**src/rtl/e1_rx_phy_mc.sv**
```systemverilog
// Multi-channel E1 receive line front end: per-line synchroniser, majority-vote
// glitch filter, hi/lo conflict detection with event count, and loss-of-signal.
module e1_rx_phy_mc #(
  parameter int NUM_CH      = 1,
  parameter int SYNC_STAGES = 2,
  parameter int FILT_TAPS   = 3,
  parameter int LOS_THRESH  = 255
) (
  input  logic                  clk,
  input  logic                  rst,
  input  logic [NUM_CH-1:0]     pad_rx_hi,
  input  logic [NUM_CH-1:0]     pad_rx_lo,
  output logic [NUM_CH-1:0]     rx_hi,
  output logic [NUM_CH-1:0]     rx_lo,
  output logic [NUM_CH-1:0]     viol,
  output logic [8*NUM_CH-1:0]   viol_cnt,
  input  logic [NUM_CH-1:0]     viol_clr,
  output logic [NUM_CH-1:0]     los
);

  localparam logic [2:0]  MAJ_MIN = 3'((FILT_TAPS + 1) / 2);
  localparam logic [15:0] LOS_MAX = 16'(LOS_THRESH);

  logic [SYNC_STAGES-1:0] sync_hi_q [NUM_CH];
  logic [SYNC_STAGES-1:0] sync_hi_d [NUM_CH];
  logic [SYNC_STAGES-1:0] sync_lo_q [NUM_CH];
  logic [SYNC_STAGES-1:0] sync_lo_d [NUM_CH];
  logic [FILT_TAPS-1:0]   win_hi_q  [NUM_CH];
  logic [FILT_TAPS-1:0]   win_hi_d  [NUM_CH];
  logic [FILT_TAPS-1:0]   win_lo_q  [NUM_CH];
  logic [FILT_TAPS-1:0]   win_lo_d  [NUM_CH];
  logic [7:0]             cnt_q     [NUM_CH];
  logic [7:0]             cnt_d     [NUM_CH];
  logic [15:0]            los_cnt_q [NUM_CH];
  logic [15:0]            los_cnt_d [NUM_CH];

  logic [NUM_CH-1:0] filt_hi, filt_lo;
  logic [NUM_CH-1:0] rx_hi_q, rx_hi_d, rx_lo_q, rx_lo_d;
  logic [NUM_CH-1:0] conf_q, conf_d, viol_q, viol_d, los_q, los_d;

  function automatic logic majority(input logic [FILT_TAPS-1:0] w);
    logic [2:0] ones;
    ones = '0;
    for (int i = 0; i < FILT_TAPS; i++) ones = ones + 3'(w[i]);
    return ones >= MAJ_MIN;
  endfunction

  always_comb begin
    filt_hi = '0;
    filt_lo = '0;
    for (int c = 0; c < NUM_CH; c++) begin
      filt_hi[c] = majority(win_hi_q[c]);
      filt_lo[c] = majority(win_lo_q[c]);
    end
  end

  // NOTE: every combinational output gets a default before any branch, so no latch can be inferred.
  always_comb begin
    conf_d  = filt_hi & filt_lo;
    rx_hi_d = filt_hi & ~filt_lo;
    rx_lo_d = filt_lo & ~filt_hi;
    viol_d  = conf_d & ~conf_q;
    los_d   = '0;
    for (int c = 0; c < NUM_CH; c++) begin
      sync_hi_d[c]    = sync_hi_q[c] << 1;
      sync_hi_d[c][0] = pad_rx_hi[c];
      sync_lo_d[c]    = sync_lo_q[c] << 1;
      sync_lo_d[c][0] = pad_rx_lo[c];
      win_hi_d[c]     = win_hi_q[c] << 1;
      win_hi_d[c][0]  = sync_hi_q[c][SYNC_STAGES-1];
      win_lo_d[c]     = win_lo_q[c] << 1;
      win_lo_d[c][0]  = sync_lo_q[c][SYNC_STAGES-1];

      // A clear that lands on the pulse cycle still counts that pulse.
      cnt_d[c] = cnt_q[c];
      if (viol_clr[c])                         cnt_d[c] = {7'd0, viol_q[c]};
      else if (viol_q[c] && cnt_q[c] != 8'hFF) cnt_d[c] = cnt_q[c] + 8'd1;

      los_cnt_d[c] = los_cnt_q[c];
      if (rx_hi_q[c] || rx_lo_q[c])      los_cnt_d[c] = '0;
      else if (los_cnt_q[c] < LOS_MAX)   los_cnt_d[c] = los_cnt_q[c] + 16'd1;
      los_d[c] = (los_cnt_d[c] == LOS_MAX);
    end
  end

  // NOTE: sequential state uses non-blocking assignments so all flops update from pre-edge values.
  always_ff @(posedge clk) begin
    if (rst) begin
      rx_hi_q <= '0;
      rx_lo_q <= '0;
      conf_q  <= '0;
      viol_q  <= '0;
      los_q   <= '1;
      for (int c = 0; c < NUM_CH; c++) begin
        sync_hi_q[c] <= '0;
        sync_lo_q[c] <= '0;
        win_hi_q[c]  <= '0;
        win_lo_q[c]  <= '0;
        cnt_q[c]     <= '0;
        los_cnt_q[c] <= LOS_MAX;
      end
    end else begin
      rx_hi_q <= rx_hi_d;
      rx_lo_q <= rx_lo_d;
      conf_q  <= conf_d;
      viol_q  <= viol_d;
      los_q   <= los_d;
      for (int c = 0; c < NUM_CH; c++) begin
        sync_hi_q[c] <= sync_hi_d[c];
        sync_lo_q[c] <= sync_lo_d[c];
        win_hi_q[c]  <= win_hi_d[c];
        win_lo_q[c]  <= win_lo_d[c];
        cnt_q[c]     <= cnt_d[c];
        los_cnt_q[c] <= los_cnt_d[c];
      end
    end
  end

  always_comb begin
    viol_cnt = '0;
    for (int c = 0; c < NUM_CH; c++) viol_cnt[8*c +: 8] = cnt_q[c];
  end

  assign rx_hi = rx_hi_q;
  assign rx_lo = rx_lo_q;
  assign viol  = viol_q;
  assign los   = los_q;

endmodule

```
**config.mk**
```make
export PLATFORM = sky130hd
export DESIGN_NAME = e1_rx_phy_mc
export DESIGN_NICKNAME = d
export VERILOG_FILES = /design/src/rtl/e1_rx_phy_mc.sv
export SDC_FILE = /design/constraint.sdc
export NUM_CORES = 1
export LEC_CHECK = 0
export ABC_AREA = 1
export BUFFER_PORTS_ARGS = -buffer_cell sky130_fd_sc_hd__buf_2
export CORE_MARGIN = 2
export CORE_UTILIZATION = 50
export DETAILED_ROUTE_END_ITERATION = 6
export PLACE_DENSITY = 0.74
export SYNTH_ARGS = -nofsm -noshare
export SYNTH_HDL_FRONTEND = slang
export SYNTH_SLANG_ARGS = --single-unit
```
**constraint.sdc**
```tcl
create_clock -name clk -period 1.28 [get_ports clk]
set_input_delay 0 -clock clk [delete_from_list [all_inputs] [get_ports clk]]
set_output_delay 0 -clock clk [all_outputs]
set_load 0.01 [all_outputs]
```
==> reports/results.md, run 1 <==
- largest stage delay on the critical path: 0.37 ns
- CTS H-Tree Depth: 2
- count of input and output buffers: 16
- failing checks: negative setup slack
- RSZ-0062 raised after global routing: yes
- Compound-Gate Fraction of Synth Area: 6.142%
- simple logic cell fraction of the synthesized area: 36.42%
- synthesized area per cell: 7.068 um^2
- number of hold-slack violations in the final timing report: 0
- most used cells in the layout excluding fill and tap cells: sky130_fd_sc_hd__nand2_1, sky130_fd_sc_hd__nor2_1, sky130_fd_sc_hd__dfxtp_1, sky130_fd_sc_hd__buf_4, sky130_fd_sc_hd__inv_1
- maximum number of pins on one net before global-route repair: 18
- number of warnings issued by yosys: 0
- Rel. slew slack: 82.97%
- worst clock skew: 0.01264 ns
- sink count of the clock tree: 39
- post-placement setup slack: -0.1604 ns
- outcome: finished with violations
- Starting Density: 51.89%
- post-detailed-route count of antenna-violating nets: 0
- post-synthesis instance total: 245
- remaining routing DRC violations: 0
- total number of vias: 1663
- cell count of the worst reg-to-reg path: 11
- dpl cells: 331
- number of register bits inferred by synthesis: 39
- fin nets: 312
- number of setup violations in the final report: 11
- library cells used by synthesis: 29
- site row count: 21
- Iter 0 DRT Violations: 106
- P per Cell Area: 1735 nW/um^2
- launching element type of the critical path: register
- core outline area: 3337 um^2
- global-route wire length before repair: 6.168 mm
- Synthesized Nets: 254
- shortest period the worst path allows: 1.455 ns
- post-synthesis share of cell area spent on full adders, half adders and majority gates: 2.890%
- last weighted congestion value of the routability-driven placer: 0.8852
- main combinational cell family by area after synthesis: simple AND/OR/NAND/NOR gates
- worst path arrival time: 1.74 ns
- critical path cell sequence: ha_4 > nand2_4 > nor2_4 > nand3_4 > nand2_4 > nand2_1 > nand2_1 > nand3_1 > nor2_1 > nand3_1 > nand2_1
- data required time at the worst endpoint: 1.56 ns
- total I/O pin count: 17
- number of antenna violations at the first check in global routing: 0
- Reg clk slew, reported paths: 0.12 ns
- count of maximum capacitance violations: 0
- via count of the first global-routing pass: 1528
- detailed-route wire length per cell: 10.69 um
- leakage power: 0.001206 uW
- TritonCTS clock tree: done
- drt total wl: 3.740 mm
- cell type of the slowest stage on the worst timing path: sky130_fd_sc_hd__dfxtp_2
- clock root buffer: sky130_fd_sc_hd__clkbuf_4
- insertion delay of the later-clocked pin in the worst-skew pair: 0.33 ns
- netlist area before placement: 1732 um^2
- max-slew violation count: 0
- critical path start-end classification: reg -> reg
- Hold Crit Depth: 1
- most common cell after layout, fill and taps aside: sky130_fd_sc_hd__nand2_1
- multiplexer share of the synthesized area: 0%
- Inserted Clock Buffers: 5
- xor/xnor cell area share of the yosys netlist: 1.012%
- total grt overflow: 0
- Total GRT Usage: 19.73%
- CP dominant cell by count: sky130_fd_sc_hd__nand2_1
- kind of end point of the critical path: register
- share of final-layout standard cells stronger than drive strength 1: 35.20%
- DIE WIDTH: 62.85 um
- number of buffers on the longest clock path: 2
- share of the yosys chip area belonging to registers: 45.09%
- final worst-path setup slack: -0.1746 ns
- Max rail drop VDD: 1.062 mV
- post-route insts no fill: 350
- floorplan die height: 62.85 um
- max frequency: 687.5 MHz
- largest fanout of any net on the critical path: 8
- Period Utilization, post-route: 113.6%
- DR vias/cell: 4.751
- class of the most critical hold timing path: reg -> reg
- transition time at the pin with the least slew margin: 0.2533 ns
- iteration count of the initial detailed-routing pass: 4
- total inserted antenna cells: 0
- DPL Wire Length: 2.518 mm
- total die area: 3950 um^2
- layout overhead on the synthesized area: 39.74%
## cell families after synthesis
kind of cell    count (synthesis)
compound gates                 20
xor+xnor                        2
fa+ha+maj                       4
buf+inv                        37
flops                          39
simple gates                  143
## routing by layer
layer	global-route usage (%)	vias up	share of wire [%]
li1	-	881	-
met1	22.96	748	46
met2	34.81	30	51
met3	5.225	4	2.4
met4	6.944	0	0.83
met5	0	-	0
## per-stage QoR
stage / utilization (%) / hold WS [ns] / TNS [ns] / instance area [um^2] / total power, uW
6_report: 72.52 / 0.3995 / -0.6051 / 2420 / 4198
5_1_grt: 72.52 / 0.4160 / -1.738 / 2420 / 4539
4_1_cts: 69.89 / 0.4031 / -0.3878 / 2332 / 4127
3_5_place_dp: 63.33 / 0.2123 / -0.7292 / 2113 / 3146
3_3_place_gp: 63.33 / 0.2017 / -0.5684 / 2113 / 3122
2_1_floorplan: - / 0.1070 / -0.08151 / 1779 / 2503
## final timing paths
kind / startpoint / end / slack [ns]
hold reg to reg: conf_q$_SDFF_PP0_ / viol$_SDFF_PP0_ / 0.40
setup / recovery: los_cnt_q[0][0]$_SDFF_PP1_ / los$_SDFF_PP1_ / -0.17
hold / removal: conf_q$_SDFF_PP0_ / viol$_SDFF_PP0_ / 0.40
setup reg to reg: los_cnt_q[0][0]$_SDFF_PP1_ / los$_SDFF_PP1_ / -0.17
## critical path: cells and delay by family (launching register included)
kind | cells | cell delay [ns]
adders and majority gates | 1 | 0.16
DFF | 1 | 0.37
and+or+nand+nor | 10 | 0.88
## Yosys cell counts, drive strengths merged
cell type	number	area share, %
xor2	1	0.51
a21o	1	0.43
inv	33	7.2
or2	1	0.36
nor3b	1	0.43
ha	4	2.9
a21oi	6	1.7
nand2	71	16
nor4	2	0.72
nand4	2	0.72
buf	1	0.65
dfxtp	39	45
a31oi	1	0.36
clkbuf	2	0.43
nand3b	2	0.87
clkinv	1	0.22
nand3	13	4.5
xnor2	1	0.51
o21ai	11	3.2
o21a	1	0.43
nor3	3	0.87
nor2	48	12
## flip-flops by register name, indices dropped and copies added, names as in the netlist
signal,count
cnt_q,8
conf_q,1
los,1
los_cnt_q,16
rx_hi,1
rx_lo,1
sync_hi_q,2
sync_lo_q,2
viol,1
win_hi_q,3
win_lo_q,3
## final cells by class
cell class                 instances  area, um^2
clock buffer                       5       37.54
timing repair buffer              54       396.6
sequential                        39       797.0
multi-input combinational        169       957.2
tap                               46       57.56
inverter                          34       130.1
fill                             262       917.1
clock inverter                     3       43.79
## power by group
group / internal (uW) / total [uW] / switching [uW]
combinational: 939 / 1960 / 1020
clock: 411 / 806 / 394
sequential: 1330 / 1430 / 103
total: 2680 / 4200 / 1520
## timing repair
| action | CTS | global route |
|---|---|---|
| hold endpoints to repair | 12 | 0 |
| setup endpoints to repair | 14 | 18 |
| hold buffers | 6 | 0 |
| pin swaps | 16 | 4 |
| resized for setup | 17 | 22 |
| setup buffers | 3 | 3 |
Note: power is estimated with default switching activity, not from simulation.
==> run 2: changes to the inputs <==
--- a/config.mk
+++ b/config.mk
@@ -7,10 +7,10 @@
 export LEC_CHECK = 0
 export ABC_AREA = 1
 export BUFFER_PORTS_ARGS = -buffer_cell sky130_fd_sc_hd__buf_2
-export CORE_MARGIN = 2
+export CORE_MARGIN = 5
 export CORE_UTILIZATION = 50
 export DETAILED_ROUTE_END_ITERATION = 6
-export PLACE_DENSITY = 0.74
+export PLACE_DENSITY = 0.71
 export SYNTH_ARGS = -nofsm -noshare
 export SYNTH_HDL_FRONTEND = slang
 export SYNTH_SLANG_ARGS = --single-unit
==> constraint.sdc (replaced) <==
create_clock -name clk -period 1.37 [get_ports clk]
set_input_delay 0 -clock clk [delete_from_list [all_inputs] [get_ports clk]]
set_output_delay 0 -clock clk [all_outputs]
set_load 0.01 [all_outputs]
==> run 2 against run 1 <==
The run still ends with negative setup slack left. Wire length is 1.7% lower. Register-to-register slack better by 0.11 ns. Non-clock buffer count is 13 lower. Clock power is 15% higher. Sequential power is 6% lower. Global-route usage is 3.3 points lower. Core utilization is 1.8 points lower. First-iteration DRC count is 0.94% lower. Sequential cell count stayed put. Critical endpoint unchanged. Largest cell class unchanged. Largest power group unchanged.
==> reports/results.md, run 2 (synthesis gave the netlist of run 1 again) <==
- outcome: finished with violations
- failing checks: negative setup slack
- class of the most critical hold timing path: in -> reg
- Total GRT Usage: 16.44%, -3.3 points
- worst-case register-to-register setup slack: -0.07 ns, +0.11 ns
- Multi-input gate area: 977.2 um^2, +2.1%
- drt total wl: 3.676 mm, -1.7%
- final worst-path setup slack: -0.06769 ns, +0.1069 ns
- critical register-to-register path startpoint: los_cnt_q[0][0]$_SDFF_PP1_
- FF+latch area: 787.0 um^2, -1.3%
- post-detailed-route count of antenna-violating nets: 0, unchanged
- count of maximum capacitance violations: 0, unchanged
- max frequency: 695.6 MHz, +1.2%
- CTS H-Tree Depth: 2, unchanged
- layout overhead on the synthesized area: 36.27%
- dpl cells: 323, -2.4%
- number of filler instances in the final layout: 277, +5.7%
- cell count of the worst reg-to-reg path: 11, unchanged
- detailed-route wire length per cell: 10.91 um, +2.1%
- total grt overflow: 0, unchanged
- Reg clk slew, reported paths: 0.11 ns, about the same
- number of setup violations in the final report: 5, -6
- floorplan die height: 68.85 um, +9.5%
- Period Utilization, post-route: 104.9%, -8.7 points
- via count of the first global-routing pass: 1387, -9.2%
- site row count: 21, unchanged
- critical path start-end classification: reg -> reg
- remaining routing DRC violations: 0, unchanged
- Iter 0 DRT Violations: 105, -0.94%
- clock root buffer: sky130_fd_sc_hd__clkbuf_4
- total inserted antenna cells: 0, unchanged
- data required time at the worst endpoint: 1.66 ns, +0.10 ns
- core outline area: 3337 um^2, unchanged
- leakage power: 0.001175 uW, -2.6%
- worst clock skew: 0.009233 ns, -0.003411 ns
- last weighted congestion value of the routability-driven placer: 0.8085, -8.7%
- share of final-layout standard cells stronger than drive strength 1: 31.27%, -3.9 points
- global-route wire length before repair: 5.809 mm, -5.8%
- DIE WIDTH: 68.85 um, +9.5%
- register with the highest flop count: los_cnt_q
- transition time at the pin with the least slew margin: 0.3721 ns, +0.1188 ns
- Rel. slew slack: 75.19%, -7.8 points
- worst path arrival time: 1.73 ns, about the same
- most used cells in the layout excluding fill and tap cells: sky130_fd_sc_hd__nand2_1, sky130_fd_sc_hd__nor2_1, sky130_fd_sc_hd__dfxtp_1
- max FFs per register: 16, unchanged
- count of input and output buffers: 16, unchanged
- post-route insts no fill: 337, -3.7%
- largest fanout of any net on the critical path: 8, unchanged
- Total Power: 3940 uW, -6.1%
- Starting Density: 51.89%, unchanged
- capture instance of the worst register-to-register path: los$_SDFF_PP1_
- sink count of the clock tree: 39, unchanged
- most common cell after layout, fill and taps aside: sky130_fd_sc_hd__nand2_1
- insertion delay of the later-clocked pin in the worst-skew pair: 0.34 ns, about the same
- placed instance area: 2011 um^2, -4.9%
- largest registers in the final layout: los_cnt_q x16, cnt_q x8
- DPL Wire Length: 2.403 mm, -4.6%
- fin nets: 299, -4.2%
- Worst Setup SP: los_cnt_q[0][0]$_SDFF_PP1_
- Inserted Clock Buffers: 5, unchanged
- total I/O pin count: 17, unchanged
- RSZ-0062 raised after global routing: yes
- TritonCTS clock tree: done
- total number of vias: 1610, -3.2%
- number of hold-slack violations in the final timing report: 0, unchanged
- maximum number of pins on one net before global-route repair: 23, +5
- total die area: 4740 um^2, +20%
- Max rail drop VDD: 0.8136 mV, -23%
- final std cell area, no fill: 2360 um^2, -2.5%
- number of buffers on the longest clock path: 2, unchanged
- kind of end point of the critical path: register
- max-slew violation count: 0, unchanged
- post-placement setup slack: -0.1038 ns, +0.05654 ns
- iteration count of the initial detailed-routing pass: 4, unchanged
- Setup crit end: los$_SDFF_PP1_
- shortest period the worst path allows: 1.438 ns, -0.01692 ns
- launching element type of the critical path: register
- number of antenna violations at the first check in global routing: 0, unchanged
- P per Cell Area: 1670 nW/um^2, -3.8%
- DR vias/cell: 4.777, +0.55%
run 2: worst min-delay path by stage:
stage                     cells past startpoint                         end  startpoint
after floorplan                               2  sync_hi_q[0][0]$_SDFF_PP0_   pad_rx_hi
after global placement                        3  sync_hi_q[0][0]$_SDFF_PP0_   pad_rx_hi
after detailed placement                      3  sync_lo_q[0][0]$_SDFF_PP0_   pad_rx_lo
after CTS                                     2   win_hi_q[0][1]$_SDFF_PP0_         rst
after global routing                          2   win_lo_q[0][2]$_SDFF_PP0_         rst
final                                         2   win_hi_q[0][0]$_SDFF_PP0_         rst
run 2: where the power goes:
group | leakage (uW) | total (uW) | switching (uW) | internal [uW]
clock network | 0.0000525 | 925 | 356 | 569
logic | 0.000803 | 1670 | 887 | 783
registers | 0.000319 | 1340 | 102 | 1240
total | 0.00117 | 3940 | 1350 | 2590
run 2: layout make-up:
class                           count  share of cell area [%]
Sequential cell                    39                   33.35
Clock buffer                        6                   1.750
Tap cell                           46                   2.439
Clock inverter                      2                   2.545
Multi-Input combinational cell    169                   41.41
Timing Repair Buffer               41                   12.99
Inverter                           34                   5.514
run 2: through the flow:
step / utilization [%] / setup TNS [ns] / hold slack, ns
2_1_floorplan: - / -0.02222 / 0.1070
3_3_place_gp: 60.26 / -0.09432 / 0.1976
3_5_place_dp: 60.26 / -0.1038 / 0.2100
4_1_cts: 65.17 / -0.09359 / 0.03225
5_1_grt: 70.72 / -1.080 / 0.06053
6_report: 70.72 / -0.2123 / 0.04875
run 2: critical path: stages, from the launching register on:
cell,delay [ns]
sky130_fd_sc_hd__dfxtp_2,0.37
sky130_fd_sc_hd__ha_4,0.16
sky130_fd_sc_hd__nand2_4,0.05
sky130_fd_sc_hd__nor2_4,0.12
sky130_fd_sc_hd__nand3_4,0.12
sky130_fd_sc_hd__nand2_4,0.13
sky130_fd_sc_hd__nand2_1,0.08
sky130_fd_sc_hd__nand2_2,0.08
sky130_fd_sc_hd__nand3_1,0.06
sky130_fd_sc_hd__nor2_1,0.11
sky130_fd_sc_hd__nand3_1,0.08
sky130_fd_sc_hd__nand2_1,0.05
run 2: timing repair:
action,in CTS,in global routing
setup buffers,1,2
endpoints found under the setup margin,5,14
hold endpoints to repair,5,0
hold buffers,3,0
pin swaps,3,14
resized for setup,6,44
run 2: metal layers:
| layer | track usage (%) | vias up | wire [um] |
|---|---|---|---|
| li1 | - | 849 | - |
| met1 | 21.06 | 728 | 1675 |
| met2 | 25.48 | 28 | 1811 |
| met3 | 5.186 | 5 | 146 |
| met4 | 6.813 | 0 | 43 |
| met5 | 0 | - | 0 |
